**config.mk**
```make
export PLATFORM = sky130hd
export DESIGN_NAME = pred_update_ctrl
export DESIGN_NICKNAME = d
export VERILOG_FILES = /design/src/rtl/pred_update_ctrl_pkg.sv /design/src/rtl/pred_upd_fifo.sv /design/src/rtl/pred_update_ctrl.sv
export SDC_FILE = /design/constraint.sdc
export NUM_CORES = 1
export LEC_CHECK = 0
export BUFFER_PORTS_ARGS = -buffer_cell sky130_fd_sc_hd__buf_2
export CAP_MARGIN = 30
export CORE_AREA = 8 8 117 119
export DETAILED_ROUTE_END_ITERATION = 10
export DIE_AREA = 0 0 125 127
export PLACE_DENSITY = 0.74
export SLEW_MARGIN = 20
export SYNTH_ARGS = -nofsm -noshare
export SYNTH_HDL_FRONTEND = slang
export SYNTH_SLANG_ARGS = --single-unit
```
**constraint.sdc**
```tcl
create_clock -name clk -period 2.55 [get_ports clk]
set_input_delay 0.51 -clock clk [delete_from_list [all_inputs] [get_ports clk]]
set_output_delay 0.51 -clock clk [all_outputs]
set_load 0.03 [all_outputs]
```
**src/rtl/pred_update_ctrl_pkg.sv**
```systemverilog
// Shared definitions for the branch-predictor update controller.
// Holds table geometry, queue sizing, FSM encodings and the update record
// layout used by pred_update_ctrl and its pending-update FIFO.
package pred_update_ctrl_pkg;

  localparam int ADDR_WIDTH   = 32;
  localparam int PHT_WIDTH    = 6;
  localparam int PHT_SIZE     = 2 ** PHT_WIDTH;
  localparam int FIFO_DEPTH   = 4;
  localparam int STARVE_LIMIT = 3;

  localparam int CNT_W     = $clog2(FIFO_DEPTH) + 1;
  localparam int STARVE_W  = $clog2(STARVE_LIMIT + 1);
  localparam int UPD_REC_W = ADDR_WIDTH + 1;

  typedef enum logic {
    PRED_INIT = 1'b0,
    PRED_RUN  = 1'b1
  } pred_state_e;

  // One committed branch outcome waiting to be written into the tables.
  typedef struct packed {
    logic [ADDR_WIDTH-1:0] pc;
    logic                  taken;
  } upd_rec_t;

endpackage

```
**src/rtl/pred_upd_fifo.sv**
```systemverilog
// Synchronous FIFO for pending predictor updates.
// Ports:
//   clk, rst_n        clock / asynchronous active-low reset
//   en                global enable; low freezes all state
//   push, wdata       write an entry (ignored when full)
//   pop               retire the head (ignored when empty)
//   flush             drop all entries; wins over push/pop in the same cycle
//   rdata             head entry (undefined when empty)
//   count             number of stored entries
//   empty, full       occupancy flags
module pred_upd_fifo
  import pred_update_ctrl_pkg::*;
#(
  parameter int WIDTH = UPD_REC_W,
  parameter int DEPTH = FIFO_DEPTH
) (
  input  logic                     clk,
  input  logic                     rst_n,
  input  logic                     en,
  input  logic                     push,
  input  logic                     pop,
  input  logic                     flush,
  input  logic [WIDTH-1:0]         wdata,
  output logic [WIDTH-1:0]         rdata,
  output logic [$clog2(DEPTH):0]   count,
  output logic                     empty,
  output logic                     full
);

  localparam int PTR_W = $clog2(DEPTH);

  logic [WIDTH-1:0] mem [DEPTH];
  logic [PTR_W-1:0] rd_ptr;
  logic [PTR_W-1:0] wr_ptr;
  logic             do_push;
  logic             do_pop;

  assign empty   = (count == '0);
  assign full    = (count == (PTR_W + 1)'(DEPTH));
  assign do_push = en && push && !full && !flush;
  assign do_pop  = en && pop && !empty && !flush;
  assign rdata   = mem[rd_ptr];

  // NOTE: the storage array has no reset; occupancy is tracked by count and
  // the pointers, so stale contents are never observed as valid entries.
  always_ff @(posedge clk) begin
    if (do_push) mem[wr_ptr] <= wdata;
  end

  // Pointers wrap naturally because DEPTH is a power of two.
  always_ff @(posedge clk or negedge rst_n) begin
    if (!rst_n) begin
      rd_ptr <= '0;
      wr_ptr <= '0;
      count  <= '0;
    end else if (en && flush) begin
      rd_ptr <= '0;
      wr_ptr <= '0;
      count  <= '0;
    end else begin
      if (do_push) wr_ptr <= wr_ptr + 1'b1;
      if (do_pop)  rd_ptr <= rd_ptr + 1'b1;
      case ({do_push, do_pop})
        2'b10:   count <= count + 1'b1;
        2'b01:   count <= count - 1'b1;
        default: count <= count;
      endcase
    end
  end

endmodule

```
**src/rtl/pred_update_ctrl.sv**
```systemverilog
// Branch-predictor table sequencer.
// After reset or soft_clear it sweeps every table row once (one per ready
// cycle), then arbitrates the single table port between IF lookups and
// queued ROB commit updates. Lookups win unless the update queue is full or
// has lost STARVE_LIMIT cycles in a row.
// Ports:
//   clk, rst_in                     clock / asynchronous active-low reset
//   rdy_in                          global ready; low freezes all state
//   soft_clear                      restart sweep, drop queued updates
//   rob_upd_valid/pc/taken          committed branch outcome from the ROB
//   rob_upd_ready                   queue accepts a push this cycle
//   if_lookup_req / if_lookup_gnt   IF table-port request / grant
//   pred_upd_en/pc/taken            apply queue-head update to the tables
//   pred_clr_en / pred_clr_idx      clear one table row during the sweep
//   ctrl_busy                       sweep in progress
//   fifo_count                      queued updates
module pred_update_ctrl
  import pred_update_ctrl_pkg::*;
(
  input  logic                  clk,
  input  logic                  rst_in,
  input  logic                  rdy_in,
  input  logic                  soft_clear,
  input  logic                  rob_upd_valid,
  input  logic [ADDR_WIDTH-1:0] rob_upd_pc,
  input  logic                  rob_upd_taken,
  output logic                  rob_upd_ready,
  input  logic                  if_lookup_req,
  output logic                  if_lookup_gnt,
  output logic                  pred_upd_en,
  output logic [ADDR_WIDTH-1:0] pred_upd_pc,
  output logic                  pred_upd_taken,
  output logic                  pred_clr_en,
  output logic [PHT_WIDTH-1:0]  pred_clr_idx,
  output logic                  ctrl_busy,
  output logic [CNT_W-1:0]      fifo_count
);

  pred_state_e          state_q, state_d;
  logic [PHT_WIDTH-1:0] clr_idx_q, clr_idx_d;
  logic [STARVE_W-1:0]  starve_q, starve_d;

  logic     fifo_empty;
  logic     fifo_full;
  logic     upd_win;
  upd_rec_t push_rec;
  upd_rec_t head_rec;

  assign push_rec = '{pc: rob_upd_pc, taken: rob_upd_taken};

  // The queue only holds entries in RUN, so the state term is defensive.
  assign upd_win = (state_q == PRED_RUN) && !fifo_empty &&
                   (!if_lookup_req || fifo_full ||
                    starve_q == STARVE_W'(STARVE_LIMIT));

  pred_upd_fifo #(
    .WIDTH (UPD_REC_W),
    .DEPTH (FIFO_DEPTH)
  ) u_fifo (
    .clk   (clk),
    .rst_n (rst_in),
    .en    (rdy_in),
    .push  (rob_upd_valid && rob_upd_ready),
    .pop   (pred_upd_en),
    .flush (soft_clear),
    .wdata (push_rec),
    .rdata (head_rec),
    .count (fifo_count),
    .empty (fifo_empty),
    .full  (fifo_full)
  );

  // NOTE: sequential state uses non-blocking assignments so every register
  // samples the pre-edge values of the others.
  always_ff @(posedge clk or negedge rst_in) begin
    if (!rst_in) begin
      state_q   <= PRED_INIT;
      clr_idx_q <= '0;
      starve_q  <= '0;
    end else if (rdy_in) begin
      state_q   <= state_d;
      clr_idx_q <= clr_idx_d;
      starve_q  <= starve_d;
    end
  end

  // NOTE: every variable gets a default at the top of the block so no path
  // leaves it unassigned, which would infer a latch.
  always_comb begin
    state_d   = state_q;
    clr_idx_d = clr_idx_q;
    starve_d  = starve_q;
    if (soft_clear) begin
      state_d   = PRED_INIT;
      clr_idx_d = '0;
      starve_d  = '0;
    end else begin
      case (state_q)
        PRED_INIT: begin
          if (clr_idx_q == PHT_WIDTH'(PHT_SIZE - 1)) begin
            state_d   = PRED_RUN;
            clr_idx_d = '0;
          end else begin
            clr_idx_d = clr_idx_q + 1'b1;
          end
        end
        PRED_RUN: begin
          // A non-empty queue that does not win has lost to an IF lookup.
          if (fifo_empty || upd_win)
            starve_d = '0;
          else if (starve_q != STARVE_W'(STARVE_LIMIT))
            starve_d = starve_q + 1'b1;
        end
        default: state_d = PRED_INIT;
      endcase
    end
  end

  always_comb begin
    rob_upd_ready = 1'b0;
    if_lookup_gnt = 1'b0;
    pred_upd_en   = 1'b0;
    pred_clr_en   = 1'b0;
    ctrl_busy     = (state_q != PRED_RUN);
    pred_clr_idx  = clr_idx_q;
    case (state_q)
      // rst_in gating keeps the clear strobe quiet while reset is held.
      PRED_INIT: pred_clr_en = rdy_in && rst_in;
      PRED_RUN: begin
        rob_upd_ready = rdy_in && !fifo_full;
        pred_upd_en   = rdy_in && upd_win;
        if_lookup_gnt = rdy_in && if_lookup_req && !upd_win;
      end
      default: ;
    endcase
  end

  assign pred_upd_pc    = head_rec.pc;
  assign pred_upd_taken = head_rec.taken;

endmodule

```
==> impl_metrics.tcl <==
set metrics [dict create \
    status "completed" \
    clk_latency_ps 410 \
    tightest_slew_ps 406 \
    critical-path-top-delay-family "simple AND/OR/NAND/NOR gates" \
    antenna_found_initial 2 \
    max_stage_delay_ps 410 \
    critPathBufInv 1 \
    yosys_most_used_dff "edfxtp_1" \
    initial_utilization 0.499 \
    synthCells 300 \
    synth.distinct_cells 44 \
    die_w_um 125 \
    max_freq_mhz 406 \
    nets 453 \
    fillers 860 \
    num_io_pins 86 \
    worstSetupEndpointType "output pin" \
    placementRows 40 \
    worst_ep_arrival_time_ps 1950 \
    cts_tree "done" \
    syn2layout_area_growth_pct 21.8 \
    clock_skew_ps 7.62 \
    grt_max_degree 25 \
    cts.clk_slew.worst_paths_ps 60 \
    hpwlAfterDp_um 7530 \
    instances_no_fill 565 \
    setup-tns-final_ps 0 \
    p_total_mw 5.47 \
    vias 3102 \
    maxSlewHeadroom 0.729 \
    cts_buffers 17 \
    worst_hold_path_type "in2async" \
    irDropWorstVdd_v 0.000418 \
    port_buffers 85 \
    ant_nets 0 \
    p_leak_nw 2.53 \
    grt-ovfl-total 0 \
    dp_cells 533 \
    diodes 0 \
    firstDrtPassIters 6 \
    yosys_warnings 0 \
    grt_pass1_vias 3328 \
    syn_nets 346 \
    root_buffer "clkbuf_16" \
    synth_seq_area_share 0.740 \
    drtIter0Drc 171 \
    criticalPathCategory "reg2out" \
    wire_per_inst_um 19.6 \
    drt-total-wl_um 11100 \
    drc 0 \
    coreArea_um2 11800 \
    grt_usage 0.143 \
    ctsHoldBuffers 0 \
    vias_per_cell 5.49 \
    rsz0062_at_grt "yes" \
    p_per_area_nw_per_um2 762 \
    clock-sinks 148 \
    synth-edff-count 132 \
    slowest_stage "dfrtp_1" \
    critical_path.startpoint_type "register" \
    finalCritPeriodShare 0.965 \
    clockBufferDepth 2 \
    pre_cts_slack_ps -57.9 \
    maxCapViolations 0 \
    htree_levels 4 \
    place_congestion 0.847 \
    die_y_um 127 \
    finalSetupViolations 0 \
    grt_pass1_wl_um 17200 \
    ys_ff_latch 148 \
    r2r_cells 8 \
    synth_area_um2 5900 \
    timing.final.crit_period_ps 2460 \
    drive_gt1_frac 0.431 \
    path_depth 5 \
    crit_fanout 6 \
    crit_required_ps 2040 \
    die_area_um2 15900 \
    worst_slack_ps 88.0 \
    drv_slew 0 \
    worstPathCellList "ha_1, nand2b_2, mux2_4, nor3b_2, buf_4" \
    hold_violations 0 \
    async_flop_share 0.108 \
    avgSynthCellArea_um2 19.7 \
]
flip-flops by register name, indices dropped and copies added, names as in the netlist:
register and count:
state_q 1, starve_q 2, pred_clr_idx 6, u_fifo.rd_ptr 2, u_fifo.count 3, u_fifo.wr_ptr 2, u_fifo.mem 132
cells in the mapped netlist, types with 2 or more instances:
master	number	share of area
buf_6	4	0.0076
inv_1	13	0.0083
o22ai_1	6	0.0064
mux4_2	33	0.13
or3_1	3	0.0032
buf_2	4	0.0034
nor3_1	2	0.0017
nand3_1	7	0.0059
o31ai_1	4	0.0051
clkbuf_1	8	0.0051
and3_1	2	0.0021
a21oi_1	10	0.0085
mux2i_1	3	0.0051
nand2_1	8	0.0051
edfxtp_1	132	0.67
nor4b_1	2	0.0030
nand2b_1	2	0.0021
ha_1	6	0.013
dfrtp_1	16	0.068
a31oi_1	3	0.0032
nor2_1	5	0.0032
and2_1	5	0.0053
what timing repair did:
| action | 4_1_cts | 5_1_grt |
|---|---|---|
| gates cloned | 0 | 0 |
| gates resized for setup | 2 | 5 |
| endpoints found under the setup margin | 13 | 4 |
| buffers inserted | 2 | 0 |
cell families after synthesis:
kind of cell / share of synthesized area
flip-flops: 0.740
AND/OR/NAND/NOR: 0.0414
multiplexers: 0.134
AO/OA/AOI/OAI: 0.0418
buffers and inverters: 0.0259
adder cells (fa/ha/maj): 0.0161
XOR/XNOR: 0.00148
worst register-to-register path, delay by kind of cell (launching register included):
kind	cells	cell delay, ps
AO/OA/AOI/OAI	1	110
multiplexers	1	280
AND/OR/NAND/NOR	4	890
adder cells (fa/ha/maj)	2	640
flip-flops	1	410
metal layers:
metal | GRT usage | routed length, um | up-vias
li1 | - | - | 1432
met1 | 0.161 | 4630 | 1539
met2 | 0.236 | 5500 | 108
met3 | 0.0603 | 761 | 19
met4 | 0.0630 | 168 | 4
met5 | 0 | 24 | -
power by group:
part / internal (mW) / leakage [nW] / total, mW / switching [mW]
sequential: 2.67 / 1.40 / 2.71 / 0.0384
combinational: 0.241 / 0.880 / 0.581 / 0.340
clock: 1.31 / 0.248 / 2.18 / 0.875
final cells by class:
type	instances	area [um^2]	share of cell area
clock buffers	18	429	0.0597
clock inverters	12	92.6	0.0129
inverters	14	57.6	0.00801
repair buffers	104	646	0.0899
flip-flops and latches	148	4370	0.608
multi-input cells	122	1410	0.196
well taps	147	184	0.0256
path summary, 6_finish.rpt:
| path | startpoint | to | slack, ps |
|---|---|---|---|
| max | starve_q[0]$_DFFE_PN0P_ | if_lookup_gnt | 90 |
| min | rst_in | pred_clr_idx[1]$_DFFE_PN0P_ | 50 |
| max reg2reg | starve_q[0]$_DFFE_PN0P_ | u_fifo.count[2]$_DFFE_PN0P_ | 110 |
| min reg2reg | pred_clr_idx[4]$_DFFE_PN0P_ | pred_clr_idx[4]$_DFFE_PN0P_ | 560 |
| max in group asynchronous | rst_in | u_fifo.rd_ptr[1]$_DFFE_PN0P_ | 2290 |
| min in group clk | rob_upd_pc[11] | u_fifo.mem[2][12]$_DFFE_PP_ | 310 |
cell usage in the layout, fill, tap and decap left out, types with 2 or more instances in the layout:
cell        instances
dfrtp_1            14
nor2_1              5
clkinvlp_4          4
nand2_1             8
dfrtp_2             2
and3_1              2
nor4b_1             2
clkinv_1            2
o22ai_1             6
edfxtp_1          132
buf_2              84
mux4_2             33
buf_4              14
buf_12              6
ha_1                6
mux2i_1             3
a21oi_1            10
clkbuf_16          17
and2_2              4
clkinv_2            5
or3_1               3
o31ai_1             4
inv_1              13
nor3_1              2
a31oi_1             3
nand3_1             6
through the flow:
| stage | cell area [um^2] | hold slack (ps) | utilization |
|---|---|---|---|
| 6_report | 7180 | 52.3 | 0.608 |
| 5_1_grt | 7180 | 66.3 | 0.608 |
| 4_1_cts | 7160 | 39.8 | 0.607 |
| 3_5_place_dp | 6620 | 490 | 0.561 |
| 3_3_place_gp | 6620 | 485 | 0.561 |
| 2_1_floorplan | 5900 | 214 | - |
(Power assumes the default switching activity.)
